===== src/rtl/y86_pkg.sv =====
// Shared Y86-64 encoding constants, encoder state type and the instruction length table.
package y86_pkg;

  localparam logic [3:0] ICODE_HALT   = 4'h0;
  localparam logic [3:0] ICODE_NOP    = 4'h1;
  localparam logic [3:0] ICODE_CMOVXX = 4'h2;
  localparam logic [3:0] ICODE_IRMOVQ = 4'h3;
  localparam logic [3:0] ICODE_RMMOVQ = 4'h4;
  localparam logic [3:0] ICODE_MRMOVQ = 4'h5;
  localparam logic [3:0] ICODE_OPQ    = 4'h6;
  localparam logic [3:0] ICODE_JXX    = 4'h7;
  localparam logic [3:0] ICODE_CALL   = 4'h8;
  localparam logic [3:0] ICODE_RET    = 4'h9;
  localparam logic [3:0] ICODE_PUSHQ  = 4'hA;
  localparam logic [3:0] ICODE_POPQ   = 4'hB;

  localparam logic [3:0] IFUN_MAX_CMOV = 4'd6;
  localparam logic [3:0] IFUN_MAX_OPQ  = 4'd3;
  localparam logic [3:0] IFUN_MAX_JXX  = 4'd6;

  typedef enum logic {
    ST_IDLE = 1'b0,
    ST_EMIT = 1'b1
  } state_t;

  // Encoded length in bytes; 0 marks an illegal icode/ifun combination.
  function automatic logic [3:0] instr_len(input logic [3:0] icode, input logic [3:0] ifun);
    logic [3:0] len;
    len = 4'd0;
    case (icode)
      ICODE_HALT, ICODE_NOP, ICODE_RET:
        len = (ifun == 4'd0) ? 4'd1 : 4'd0;
      ICODE_CMOVXX:
        len = (ifun <= IFUN_MAX_CMOV) ? 4'd2 : 4'd0;
      ICODE_OPQ:
        len = (ifun <= IFUN_MAX_OPQ) ? 4'd2 : 4'd0;
      ICODE_PUSHQ, ICODE_POPQ:
        len = (ifun == 4'd0) ? 4'd2 : 4'd0;
      ICODE_IRMOVQ, ICODE_RMMOVQ, ICODE_MRMOVQ:
        len = (ifun == 4'd0) ? 4'd10 : 4'd0;
      ICODE_JXX:
        len = (ifun <= IFUN_MAX_JXX) ? 4'd9 : 4'd0;
      ICODE_CALL:
        len = (ifun == 4'd0) ? 4'd9 : 4'd0;
      default:
        len = 4'd0;
    endcase
    return len;
  endfunction

endpackage


===== src/rtl/y86_instr_len.sv =====
// Combinational decode of icode/ifun into legality, field presence and byte length.
module y86_instr_len
  import y86_pkg::*;
(
  input  logic [3:0] icode,
  input  logic [3:0] ifun,
  output logic       legal,
  output logic       has_regids,
  output logic       has_valc,
  output logic [3:0] len
);

  logic [3:0] len_raw;

  always_comb begin
    len_raw    = instr_len(icode, ifun);
    len        = len_raw;
    legal      = (len_raw != 4'd0);
    // Only the 2- and 10-byte forms carry the rA/rB byte; 9 and 10 carry valC.
    has_regids = (len_raw == 4'd2) || (len_raw == 4'd10);
    has_valc   = (len_raw == 4'd9) || (len_raw == 4'd10);
  end

endmodule


===== src/rtl/y86_instr_encoder.sv =====
// Serialises one Y86-64 instruction per accept into a byte stream written at an auto-advancing PC.
module y86_instr_encoder
  import y86_pkg::*;
#(
  parameter int                ADDR_W     = 64,
  parameter logic [ADDR_W-1:0] START_ADDR = '0
) (
  input  logic              clk,
  input  logic              rst,
  input  logic              set_pc,
  input  logic [ADDR_W-1:0] new_pc,
  input  logic              in_valid,
  output logic              in_ready,
  input  logic [3:0]        icode,
  input  logic [3:0]        ifun,
  input  logic [3:0]        rA,
  input  logic [3:0]        rB,
  input  logic [63:0]       valC,
  output logic              byte_valid,
  input  logic              byte_ready,
  output logic [ADDR_W-1:0] byte_addr,
  output logic [7:0]        byte_data,
  output logic              byte_last,
  output logic [ADDR_W-1:0] pc,
  output logic              enc_err
);

  state_t      state;
  logic        legal;
  logic        has_regids;
  logic        has_valc;
  logic [3:0]  len;
  logic        accept;
  logic [3:0]  idx_q;
  logic [3:0]  idx_nxt;

  logic [3:0]  icode_q;
  logic [3:0]  ifun_q;
  logic [3:0]  ra_q;
  logic [3:0]  rb_q;
  logic [63:0] valc_q;
  logic [3:0]  len_q;
  logic        has_regids_q;

  y86_instr_len u_len (
    .icode      (icode),
    .ifun       (ifun),
    .legal      (legal),
    .has_regids (has_regids),
    .has_valc   (has_valc),
    .len        (len)
  );

  function automatic logic [7:0] pick_byte(
    input logic [3:0]  idx,
    input logic [3:0]  ic,
    input logic [3:0]  ifn,
    input logic [3:0]  ra,
    input logic [3:0]  rb,
    input logic [63:0] vc,
    input logic        regids
  );
    logic [3:0] vidx;
    logic [7:0] b;
    vidx = 4'd0;
    b    = 8'h00;
    if (idx == 4'd0) begin
      b = {ic, ifn};
    end else if (regids && (idx == 4'd1)) begin
      b = {ra, rb};
    end else begin
      // valC is little-endian, starting right after the header byte(s).
      vidx = regids ? (idx - 4'd2) : (idx - 4'd1);
      b    = vc[{vidx[2:0], 3'b000} +: 8];
    end
    return b;
  endfunction

  function automatic logic [ADDR_W-1:0] ext_addr(input logic [3:0] v);
    return {{(ADDR_W-4){1'b0}}, v};
  endfunction

  assign in_ready = (state == ST_IDLE) && !set_pc;
  assign accept   = in_valid && in_ready;
  assign idx_nxt  = idx_q + 4'd1;

  // Instruction fields captured at accept; held for the whole emission.
  always_ff @(posedge clk) begin
    if (accept && legal) begin
      icode_q      <= icode;
      ifun_q       <= ifun;
      ra_q         <= rA;
      rb_q         <= rB;
      valc_q       <= has_valc ? valC : 64'd0;
      len_q        <= len;
      has_regids_q <= has_regids;
    end
  end

  // Control FSM with registered byte-port outputs.
  always_ff @(posedge clk) begin
    if (rst) begin
      state      <= ST_IDLE;
      pc         <= START_ADDR;
      idx_q      <= 4'd0;
      byte_valid <= 1'b0;
      byte_last  <= 1'b0;
      byte_addr  <= '0;
      byte_data  <= 8'h00;
      enc_err    <= 1'b0;
    end else begin
      enc_err <= 1'b0;
      case (state)
        ST_IDLE: begin
          if (set_pc) begin
            pc <= new_pc;
          end else if (accept) begin
            if (legal) begin
              state      <= ST_EMIT;
              idx_q      <= 4'd0;
              byte_valid <= 1'b1;
              byte_addr  <= pc;
              byte_data  <= {icode, ifun};
              byte_last  <= (len == 4'd1);
            end else begin
              enc_err <= 1'b1;
            end
          end
        end
        ST_EMIT: begin
          if (byte_ready) begin
            if (byte_last) begin
              pc         <= pc + ext_addr(len_q);
              state      <= ST_IDLE;
              byte_valid <= 1'b0;
              byte_last  <= 1'b0;
            end else begin
              idx_q      <= idx_nxt;
              byte_addr  <= pc + ext_addr(idx_nxt);
              byte_data  <= pick_byte(idx_nxt, icode_q, ifun_q, ra_q, rb_q, valc_q, has_regids_q);
              byte_last  <= (idx_nxt == (len_q - 4'd1));
            end
          end
        end
        default: state <= ST_IDLE;
      endcase
    end
  end

endmodule


===== config.mk =====
export PLATFORM = sky130hd
export DESIGN_NAME = y86_instr_encoder
export DESIGN_NICKNAME = d
export VERILOG_FILES = /design/src/rtl/y86_pkg.sv /design/src/rtl/y86_instr_len.sv /design/src/rtl/y86_instr_encoder.sv
export SDC_FILE = /design/constraint.sdc
export NUM_CORES = 1
export LEC_CHECK = 0
export CAP_MARGIN = 0
export CORE_MARGIN = 2
export CORE_UTILIZATION = 55
export CTS_CLUSTER_DIAMETER = 40
export DETAILED_ROUTE_END_ITERATION = 7
export GPL_TIMING_DRIVEN = 0
export PLACE_DENSITY = 0.86
export SETUP_SLACK_MARGIN = 0.3
export SLEW_MARGIN = 20
export SYNTH_ARGS = -nofsm -noshare
export SYNTH_HDL_FRONTEND = slang
export SYNTH_SLANG_ARGS = --single-unit

===== constraint.sdc =====
create_clock -name clk -period 10.2 [get_ports clk]
set_input_delay 1.53 -clock clk [delete_from_list [all_inputs] [get_ports clk]]
set_output_delay 1.53 -clock clk [all_outputs]
set_load 0.03 [all_outputs]

## Word-level counts from Yosys, hierarchy flattened

Cells that the tools add are included.

- Output and inout port bits: 140
- Word-level logic and storage cells: 121
- Flip-flop bits (word level): 229

- Reduce and logical (&&, ||, !) cells: 19
- Shifts and indexed selects: 1
- Equality and inequality tests: 24
- Bitwise logic cells: 2
- Magnitude comparators: 2
- Muxes and demuxes: 52
- $add $sub $neg: 6

Operators with widths:

| kind | count |
|---|---|
| $mux 64 | 8 |
| $pmux 64 s2 | 2 |
| $add 64x4->64 | 2 |
| $shiftx 64x7->8 | 1 |
| $mux 8 | 7 |
| $mux 4 | 8 |
| $pmux 4 s7 | 1 |
| $eq 4x4->1 const B | 6 |
| $mux 1 | 17 |
| $eq 4x3->1 const B | 4 |
| $pmux 8 s2 | 1 |
| $ne 2x2->1 const B | 7 |
| $eq 4x1->1 const B | 3 |
| $eq 4x2->1 const B | 3 |
| $logic_not 4->1 | 3 |
| $reduce_and 5->1 | 2 |
| $pmux 4 s2 | 1 |
| $mux 2 | 3 |
| $pmux 1 s2 | 3 |
| $reduce_or 3->1 | 2 |
| $add 4x1->4 const B | 1 |
| $eq 4x4->1 | 1 |
| $le 4x2->1 const B | 1 |
| $le 4x3->1 const B | 1 |
| other kinds (13) | 18 |

## Longest topological paths before layout

Gate-level depths: netlist of the first run.

- Depth in word-level cells: 9
- Depth in mapped cells: 11
- Mapped depth without buffers: 10

## Cells and area by module

A second synthesis of the first run with hierarchy kept.

- Cells, all modules: 1445
- Area, all modules: 12793.5 um^2

By module, submodules not included:

| module | area each (um^2) | instances | seq. area each (um^2) | cells an instance |
|---|---|---|---|---|
| y86_instr_encoder | 12620.9 | 1 | 5435.2 | 1419 |
| y86_instr_len | 172.7 | 1 | 0.0 | 26 |

## Worst setup path before layout of the first run

No wires, ideal clock.

- Path type: input -> register
- Start point: input ifun[3]
- End point: register has_regids_q, enable pin
- Setup time: 0.437 ns
- Arrival time: 4.344 ns
- Setup slack: 5.418 ns
- Cell stages on the path: 6
- Buffers on the path: 1
- Cells stage by stage: or3b_2 -> nand4b_1 -> a21bo_2 -> buf_2 -> o21bai_1 -> inv_1

- Longest elaborated chain between the ends: 5
- Elaborated cells on any way between the ends: 13
- Those cells by class: order compare (2); mux (8); reduce/logical (3)

Ends and longest elaborated chain:

| element | RTL line | text |
|---|---|---|
| start: declaration | y86_instr_encoder.sv:15 | `input logic [3:0] ifun,` |
| $le 4x3->1, or another cell as far along | y86_pkg.sv:34, y86_pkg.sv:42 |  |
| $mux 4, or another cell as far along | y86_pkg.sv:42 | `len = (ifun <= IFUN_MAX_JXX) ? 4'd9 : 4'd0;` |
| $pmux 4 s7 (*) | y86_pkg.sv:30 | `case (icode)` |
| $reduce_bool 4->1 (*) | y86_instr_len.sv:18 | `legal = (len_raw != 4'd0);` |
| $logic_and 1x1->1 (*) | y86_instr_encoder.sv:89 | `if (accept && legal) begin` |
| end signal: assignment | y86_instr_encoder.sv:96 | `has_regids_q <= has_regids;` |
| end: declaration | y86_instr_encoder.sv:43 | `logic has_regids_q;` |

Every way passes the cells marked *; elsewhere a longest branch is shown, timed or not.
A chain may end at the register's enable or synchronous reset.

## Worst setup path in the final report of the first run

- Start point: register idx_q[0]
- End point: register byte_addr[46]

- Longest elaborated chain between the ends: 5

Ends and longest elaborated chain:

| element | RTL line | text |
|---|---|---|
| start: declaration | y86_instr_encoder.sv:34 | `logic [3:0] idx_q;` |
| start signal: assignment | y86_instr_encoder.sv:138 | `idx_q <= idx_nxt;` |
| $add 4x1->4 | y86_instr_encoder.sv:85 | `assign idx_nxt = idx_q + 4'd1;` |
| $add 64x4->64 | y86_instr_encoder.sv:139 | `byte_addr <= pc + ext_addr(idx_nxt);` |
| $mux 64 | y86_instr_encoder.sv:132 | `if (byte_last) begin` |
| $mux 64 | y86_instr_encoder.sv:131 | `if (byte_ready) begin` |
| $pmux 64 s2 | y86_instr_encoder.sv:113 | `case (state)` |
| end signal: assignment | y86_instr_encoder.sv:122 | `byte_addr <= pc;` |
| end signal: assignment | y86_instr_encoder.sv:139 |  |
| end: declaration | y86_instr_encoder.sv:21 | `output logic [ADDR_W-1:0] byte_addr,` |

Every way passes these cells. The select of a mux whose other input is x is not followed.

==> results of run 1 <==
[path summary, 6_finish.rpt]
path | end | slack, ns | startpoint
worst max-delay path | byte_addr[46] | 5.70 | idx_q[0]
worst min register to register | byte_valid | 0.46 | byte_valid
worst max register to register | byte_addr[46] | 5.70 | idx_q[0]
worst min-delay path | byte_valid | 0.46 | byte_valid
[sequential cells by signal, summed over array words and instances (netlist names)]
register / count
ifun_q: 4
len_q: 3
pc: 64
state: 1
byte_data: 8
byte_addr: 64
icode_q: 4
byte_last: 1
idx_q: 4
valc_q: 64
enc_err: 1
has_regids_q: 1
byte_valid: 1
ra_q: 4
rb_q: 4
[routing by layer]
| layer | wire, um | vias to the layer above | global-route usage, % |
|---|---|---|---|
| met3 | 7910 | 331 | 12.9 |
| li1 | - | 6002 | - |
| met2 | 25600 | 1350 | 73.7 |
| met1 | 20900 | 6724 | 57.3 |
| met5 | 0 | - | 0 |
| met4 | 4100 | 0 | 28.1 |
[critical path, delay by kind of cell, from the launching register on]
kind	cells	cell delay, ns
AOI/OAI and AO/OA	2	0.89
DFF	1	0.47
buffers and inverters	3	0.60
and+or+nand+nor	3	1.59
adders and majority gates	2	0.84
[placed cells by master, fill, tap and decap left out, types with 10 or more instances in the layout]
cell type / Yosys / layout
inv_1: 25 / 24
edfxtp_1: 84 / 84
o21ai_0: 66 / 66
a21oi_1: 82 / 82
clkbuf_1: 79 / 85
and2_1: 10 / 10
xor2_1: 16 / 16
dfxtp_1: 144 / 144
clkdlybuf4s50_1: 0 / 286
nand3_1: 53 / 53
nand4_1: 44 / 44
nand2_1: 104 / 104
and3_1: 12 / 12
nor4_1: 33 / 33
nor2b_1: 82 / 82
clkbuf_16: 0 / 37
mux2i_1: 16 / 16
o31ai_1: 10 / 10
a211oi_1: 89 / 89
buf_2: 29 / 29
o22ai_1: 11 / 11
a31oi_1: 10 / 10
nor2_1: 161 / 161
nor3_1: 40 / 40
xnor2_1: 55 / 54
ha_1: 10 / 10
[power by group through the flow]
stage | Clock (W) | Sequential [W] | Combinational [W]
6_report | 0.00118 | 0.00101 | 0.000385
3_3_place_gp | 0 | 0.00103 | 0.000361
5_1_grt | 0.00120 | 0.00101 | 0.000400
3_5_place_dp | 0 | 0.00103 | 0.000369
4_1_cts | 0.00117 | 0.00101 | 0.000374
2_1_floorplan | 0 | 0.00107 | 0.000141
[through the flow]
| stage | instances | power (W) | hold slack [ns] | area [um2] | setup WS, ns |
|---|---|---|---|---|---|
| detailed placement | 2020 | 0.00140 | 0.451 | 16000 | 5.48 |
| finish | 2084 | 0.00257 | 0.464 | 17200 | 5.70 |
| global route | 2084 | 0.00262 | 0.517 | 17200 | 5.69 |
| CTS | 2084 | 0.00255 | 0.459 | 17200 | 5.83 |
| floorplan | 1448 | 0.00121 | 0.504 | 12800 | 5.42 |
| global placement | 2019 | 0.00139 | 0.447 | 16000 | 4.06 |
[cell type report]
type,count,area (um2)
plain buffers,122,507
clock buffers,46,990
clock inverters,18,156
fillers,1581,5550
inverters,27,104
multi-input cells,1071,6750
flip-flops and latches,228,5410
well taps,285,357
repair buffers,287,2890
[kinds of logic (layout without fill, tap and decap cells)]
logic type | Yosys count | count (layout) | share of synthesized area, %
buf+inv | 149 | 500 | 4.77
flops | 228 | 228 | 42.4
fa+ha+maj | 12 | 12 | 1.29
simple gates | 600 | 600 | 24.5
xor+xnor | 72 | 72 | 5.06
compound gates | 360 | 360 | 19.1
mux | 27 | 27 | 2.90
==> impl_results.md, run 1 <==
- Sw Pwr: 0.000738 W
- Core area: 0.0227 mm2
- DRC viols: 0
- Worst slew pin tran: 1.08 ns
- Crit-path cells: buf_2 -> inv_1 -> ha_1 -> inv_2 -> fa_1 -> nand2b_1 -> a211oi_1 -> nand4_1 -> or3_1 -> a311oi_1
- Top area cells in the synthesized netlist: dfxtp_1 23%, edfxtp_1 20%, a211oi_1 5.2%, nor2_1 4.7%, nor2b_1 4.0%
- All-Layer GR Usage: 46.8%
- Post-synth top area cell: dfxtp_1
- Slowest-stage cell, CP: nand4_1
- CTS root buf: clkbuf_16
- Final period utilization: 44.1%
- Final Max Slew Viols: 0
- CTS tree: done
- Total negative slack: 0 ns
- Unique cell type count in the Yosys netlist: 86
- Crit path DAT: 4.90 ns
- CP endpoint kind: flip-flop
- Via/cell ratio: 6.91
- Post-route clock skew: 0.0304 ns
- Die Height: 156 um
- Nets: 1933
- Final HPWL DP: 42500 um
- Leak: 5.46 nW
- Setup Crit Path Kind: flip-flop to flip-flop
- WL/cell: 28.1 um
- Initial Util: 56.2%
- Row Count: 55
- First-pass GRT wire length: 85000 um
- CP Max Fanout: 10
- Layout cells sized above 1: 7.67%
- Hold Path Class: flip-flop to flip-flop
- Internal: 0.00184 W
- Outcome: finished clean
- Most frequent cell after synthesis: nor2_1
- CTS clk-pin slew, worst paths: 0.06 ns
- IO buf count: 286
- Net Sw Frac: 28.6%
- Cells after synthesis: 1448
- Gpl congestion: 1.11
- Die W: 156 um
- Logic pwr share: 14.9%
- Routed WL: 58600 um
- Htree depth: 2
- Top cell type's share of synthesized area: 22.6%
- Cts hold-fix bufs: 0
- Antenna Nets Post-Route: 0
- Vias: 14407
- First drt pass iteration count: 6
- Slew headroom: 28.2%
- Syn Nets: 1609
- Number of enable flip-flop cells after synthesis: 84
- Cell Area, Synth: 0.0128 mm2
- Avg Inst Size Synth: 8.81 um2
- Worst-Skew Late Latency: 0.52 ns
- CTS-repair resized insts: 0
- Worst r2r path cells: 10
- CTS sink cnt: 228
- Clock power frac: 45.8%
- Synth warnings: 0
- Ys async rst share: 0%
- Largest net degree at the start of global routing: 65
- Area added between synthesis and finish: 34.5%
- GR Overflow Total: 0
- Slowest Stage Delay on Critical Path: 0.77 ns
- Post-synthesis sequential area ratio: 42.4%
- Reg power frac: 39.3%
- Clk buf depth: 3
- Vias in the first global route: 13946
- Hold Violations, Final: 0
- Synthesized flop and latch total: 228
- Die area: 0.0244 mm2
- Required @ worst endpoint: 10.60 ns
- Hold depth: 2
- Post-CTS setup buffers: 0
- Top_reg_cell synth: dfxtp_1
- Max Cap Violations: 0
- Final worst path period need: 4.50 ns
- Num CTS Buffers: 35
- Iteration-0 DRC Markers: 1840
- Power Dens Cells: 150 mW/mm2
- Ant diodes: 0
- Post-layout util: 75.6%
- Unrepaired setup endpoints after global routing: no
- Max VDD drop: 0.163 mV
- Startpoint types: flip-flop
- Final setup viols: 0
- I/O pin cnt: 289
- Most instantiated cells after synthesis: 161 x nor2_1, 144 x dfxtp_1, 104 x nand2_1
- Initial antenna violation count: 0
- Max Clk Rate: 0.222 GHz
(Power assumes the default switching activity.)
==> run 2, diff against run 1 <==
--- a/config.mk
+++ b/config.mk
@@ -7,11 +7,11 @@
 export LEC_CHECK = 0
 export CAP_MARGIN = 0
 export CORE_MARGIN = 2
-export CORE_UTILIZATION = 55
+export CORE_UTILIZATION = 46
 export CTS_CLUSTER_DIAMETER = 40
 export DETAILED_ROUTE_END_ITERATION = 7
 export GPL_TIMING_DRIVEN = 0
-export PLACE_DENSITY = 0.86
+export PLACE_DENSITY = 0.77
 export SETUP_SLACK_MARGIN = 0.3
 export SLEW_MARGIN = 20
 export SYNTH_ARGS = -nofsm -noshare
==> constraint.sdc (replaced) <==
create_clock -name clk -period 3.95 [get_ports clk]
set_input_delay 0.5925 -clock clk [delete_from_list [all_inputs] [get_ports clk]]
set_output_delay 0.5925 -clock clk [all_outputs]
set_load 0.03 [all_outputs]
==> run 2 against run 1 <==
Clock power rose to 2.8 times the previous value; sequential share of layout area fell by 0.66 points; final area rose by 2.2%; via count fell by 5.5%; register-to-register slack got worse by 5.3 ns; core utilization fell by 11 points; largest cell class unchanged; largest power group unchanged; critical path type unchanged; power rose to 2.7 times the previous value; cell count rose by 4.9%; critical endpoint is now pc[46]; hold slack improved by 0.0015 ns; maximum frequency rose by 27%.
==> impl_results.md, run 2 (synthesis gave the netlist of run 1 again) <==
- Outcome: finished clean
- Ant diodes: 0 (unchanged)
- Max Clk Rate: 0.283 GHz (+27%)
- CP endpoint kind: flip-flop
- DRC viols: 0 (unchanged)
- Hold Slack: 0.465 ns (+0.00149 ns)
- I/O pin cnt: 289 (unchanged)
- Startpoint types: flip-flop
- Initial Util: 47.1% (-9.1 points)
- CTS tree: done
- Antenna Nets Post-Route: 0 (unchanged)
- Max Cap Violations: 0 (unchanged)
- Final HPWL DP: 43200 um (+1.7%)
- First-pass GRT wire length: 82500 um (-3.0%)
- Clk buf depth: 3 (unchanged)
- WL/cell: 26.3 um (-6.3%)
- Vias in the first global route: 13129 (-5.9%)
- Hold Violations, Final: 0 (unchanged)
- Slew headroom: 27.0% (-1.2 points)
- Via/cell ratio: 6.23 (-9.9%)
- Crit path DAT: 3.96 ns (-0.94 ns)
- Nets: 1948 (+0.78%)
- Largest net degree at the start of global routing: 40 (-38%)
- Worst r2r path cells: 10 (unchanged)
- HP Start: byte_data[2]
- Leak: 5.57 nW (+2.0%)
- Core area: 0.0271 mm2 (+19%)
- Post-layout util: 64.7% (-11 points)
- Vias: 13620 (-5.5%)
- Layout cells sized above 1: 8.88% (+1.2 points)
- Setup Crit Path Kind: flip-flop to flip-flop
- Final setup viols: 0 (unchanged)
- Die W: 171 um (+9.1%)
- GR Overflow Total: 0 (unchanged)
- Iteration-0 DRC Markers: 1595 (-13%)
- Initial antenna violation count: 1 (+1)
- Row Count: 60 (+9.1%)
- Cells after DPL: 2109 (+4.4%)
- Required @ worst endpoint: 4.39 ns (-6.21 ns)
- Commonest non-fill, non-tap cells in the layout: 286 x clkdlybuf4s50_1, 161 x nor2_1, 143 x dfxtp_1
- Worst-Skew Late Latency: 0.53 ns (about the same)
- Tot Pwr: 0.00689 W (+170%)
- Post-route clock skew: 0.0214 ns (-0.00903 ns)
- Final cell count without fillers: 2186 (+4.9%)
- Routed WL: 57500 um (-1.7%)
- Area added between synthesis and finish: 37.4%
- Most common cell after layout, fill and taps aside: clkdlybuf4s50_1
- Power Dens Cells: 393 mW/mm2 (+160%)
- Hold EP: byte_data[2]
- CP startpoint: len_q[0]
- Hold Path Class: flip-flop to flip-flop
- Worst slew pin tran: 1.10 ns (+0.0181 ns)
- Total negative slack: 0 ns (unchanged)
- All-Layer GR Usage: 38.6% (-8.1 points)
- Htree depth: 2 (unchanged)
- Hold depth: 1 (-1)
- Max VDD drop: 0.363 mV (+120%)
- Final worst path period need: 3.53 ns (-0.968 ns)
- Largest regs: byte_addr x64, pc x64, valc_q x64
- Die area: 0.0291 mm2 (+19%)
- IO buf count: 286 (unchanged)
- Gpl congestion: 1.04 (-6.4%)
- Unrepaired setup endpoints after global routing: no
- CP Max Fanout: 10 (unchanged)
- First drt pass iteration count: 6 (unchanged)
- Reg2reg start: len_q[0]
- CTS clk-pin slew, worst paths: 0.06 ns (about the same)
- Num CTS Buffers: 35 (unchanged)
- CTS root buf: clkbuf_16
- Reg2reg setup slack: 0.42 ns (-5.28 ns)
- FF-to-FF End: pc[46]
- Die Height: 171 um (+9.1%)
- Cts hold-fix bufs: 0 (unchanged)
- Final period utilization: 89.3% (+45 points)
- CTS sink cnt: 228 (unchanged)
- Final Max Slew Viols: 0 (unchanged)
-- run 2: timing repair --
action,4_1_cts,5_1_grt
pin swaps,3,4
buffers inserted,8,5
hold endpoints to repair,0,0
setup endpoints to repair,23,66
gates resized for setup,3,8
-- run 2: report_power, final --
group | switching, W | internal [W]
Sequential | 0.0000938 | 0.00252
Clock | 0.00122 | 0.00207
Combinational | 0.000570 | 0.000415
-- run 2: how the worst max path moves through the flow --
stage | slack [ns] | endpoint | cells after the start
2_1_floorplan | 0.45 | has_regids_q | 7
3_3_place_gp | -1.10 | len_q[3] | 8
3_5_place_dp | -0.27 | byte_addr[30] | 11
4_1_cts | 0.31 | byte_addr[63] | 10
5_1_grt | 0.30 | pc[46] | 10
6_report | 0.42 | pc[46] | 10
-- run 2: area by class of cell --
type	count	area [um2]
clock buffer	42	943
inverter	27	105
buffer	122	509
clock inverter	22	292
sequential	228	5410
fill	2287	9570
tap	372	465
multi-input combinational	1071	6800
timing repair buffer	302	3010
-- run 2: worst max-delay path, cell delays in order, from the launching register on --
cell and delay (ns):
edfxtp_1 0.43, ha_1 0.21, inv_1 0.06, fa_1 0.41, nand3b_1 0.34, a211oi_4 0.50
nand3_1 0.40, clkbuf_1 0.39, nor4_1 0.37, o21ai_0 0.12, a21oi_1 0.18
-- run 2: per-layer routing --
layer	track usage [%]	vias to the layer above	share of wire, %
li1	-	6025	-
met1	47.6	6436	38
met2	62.8	923	45
met3	8.37	234	10
met4	21.9	2	6.4
met5	0	-	0.023
-- run 2: per-stage QoR --
step,instance area (um2),setup slack [ns]
floorplan,12800,0.453
global placement,16100,-1.10
detailed placement,16200,-0.269
CTS,17500,0.311
global route,17500,0.303
finish,17500,0.421
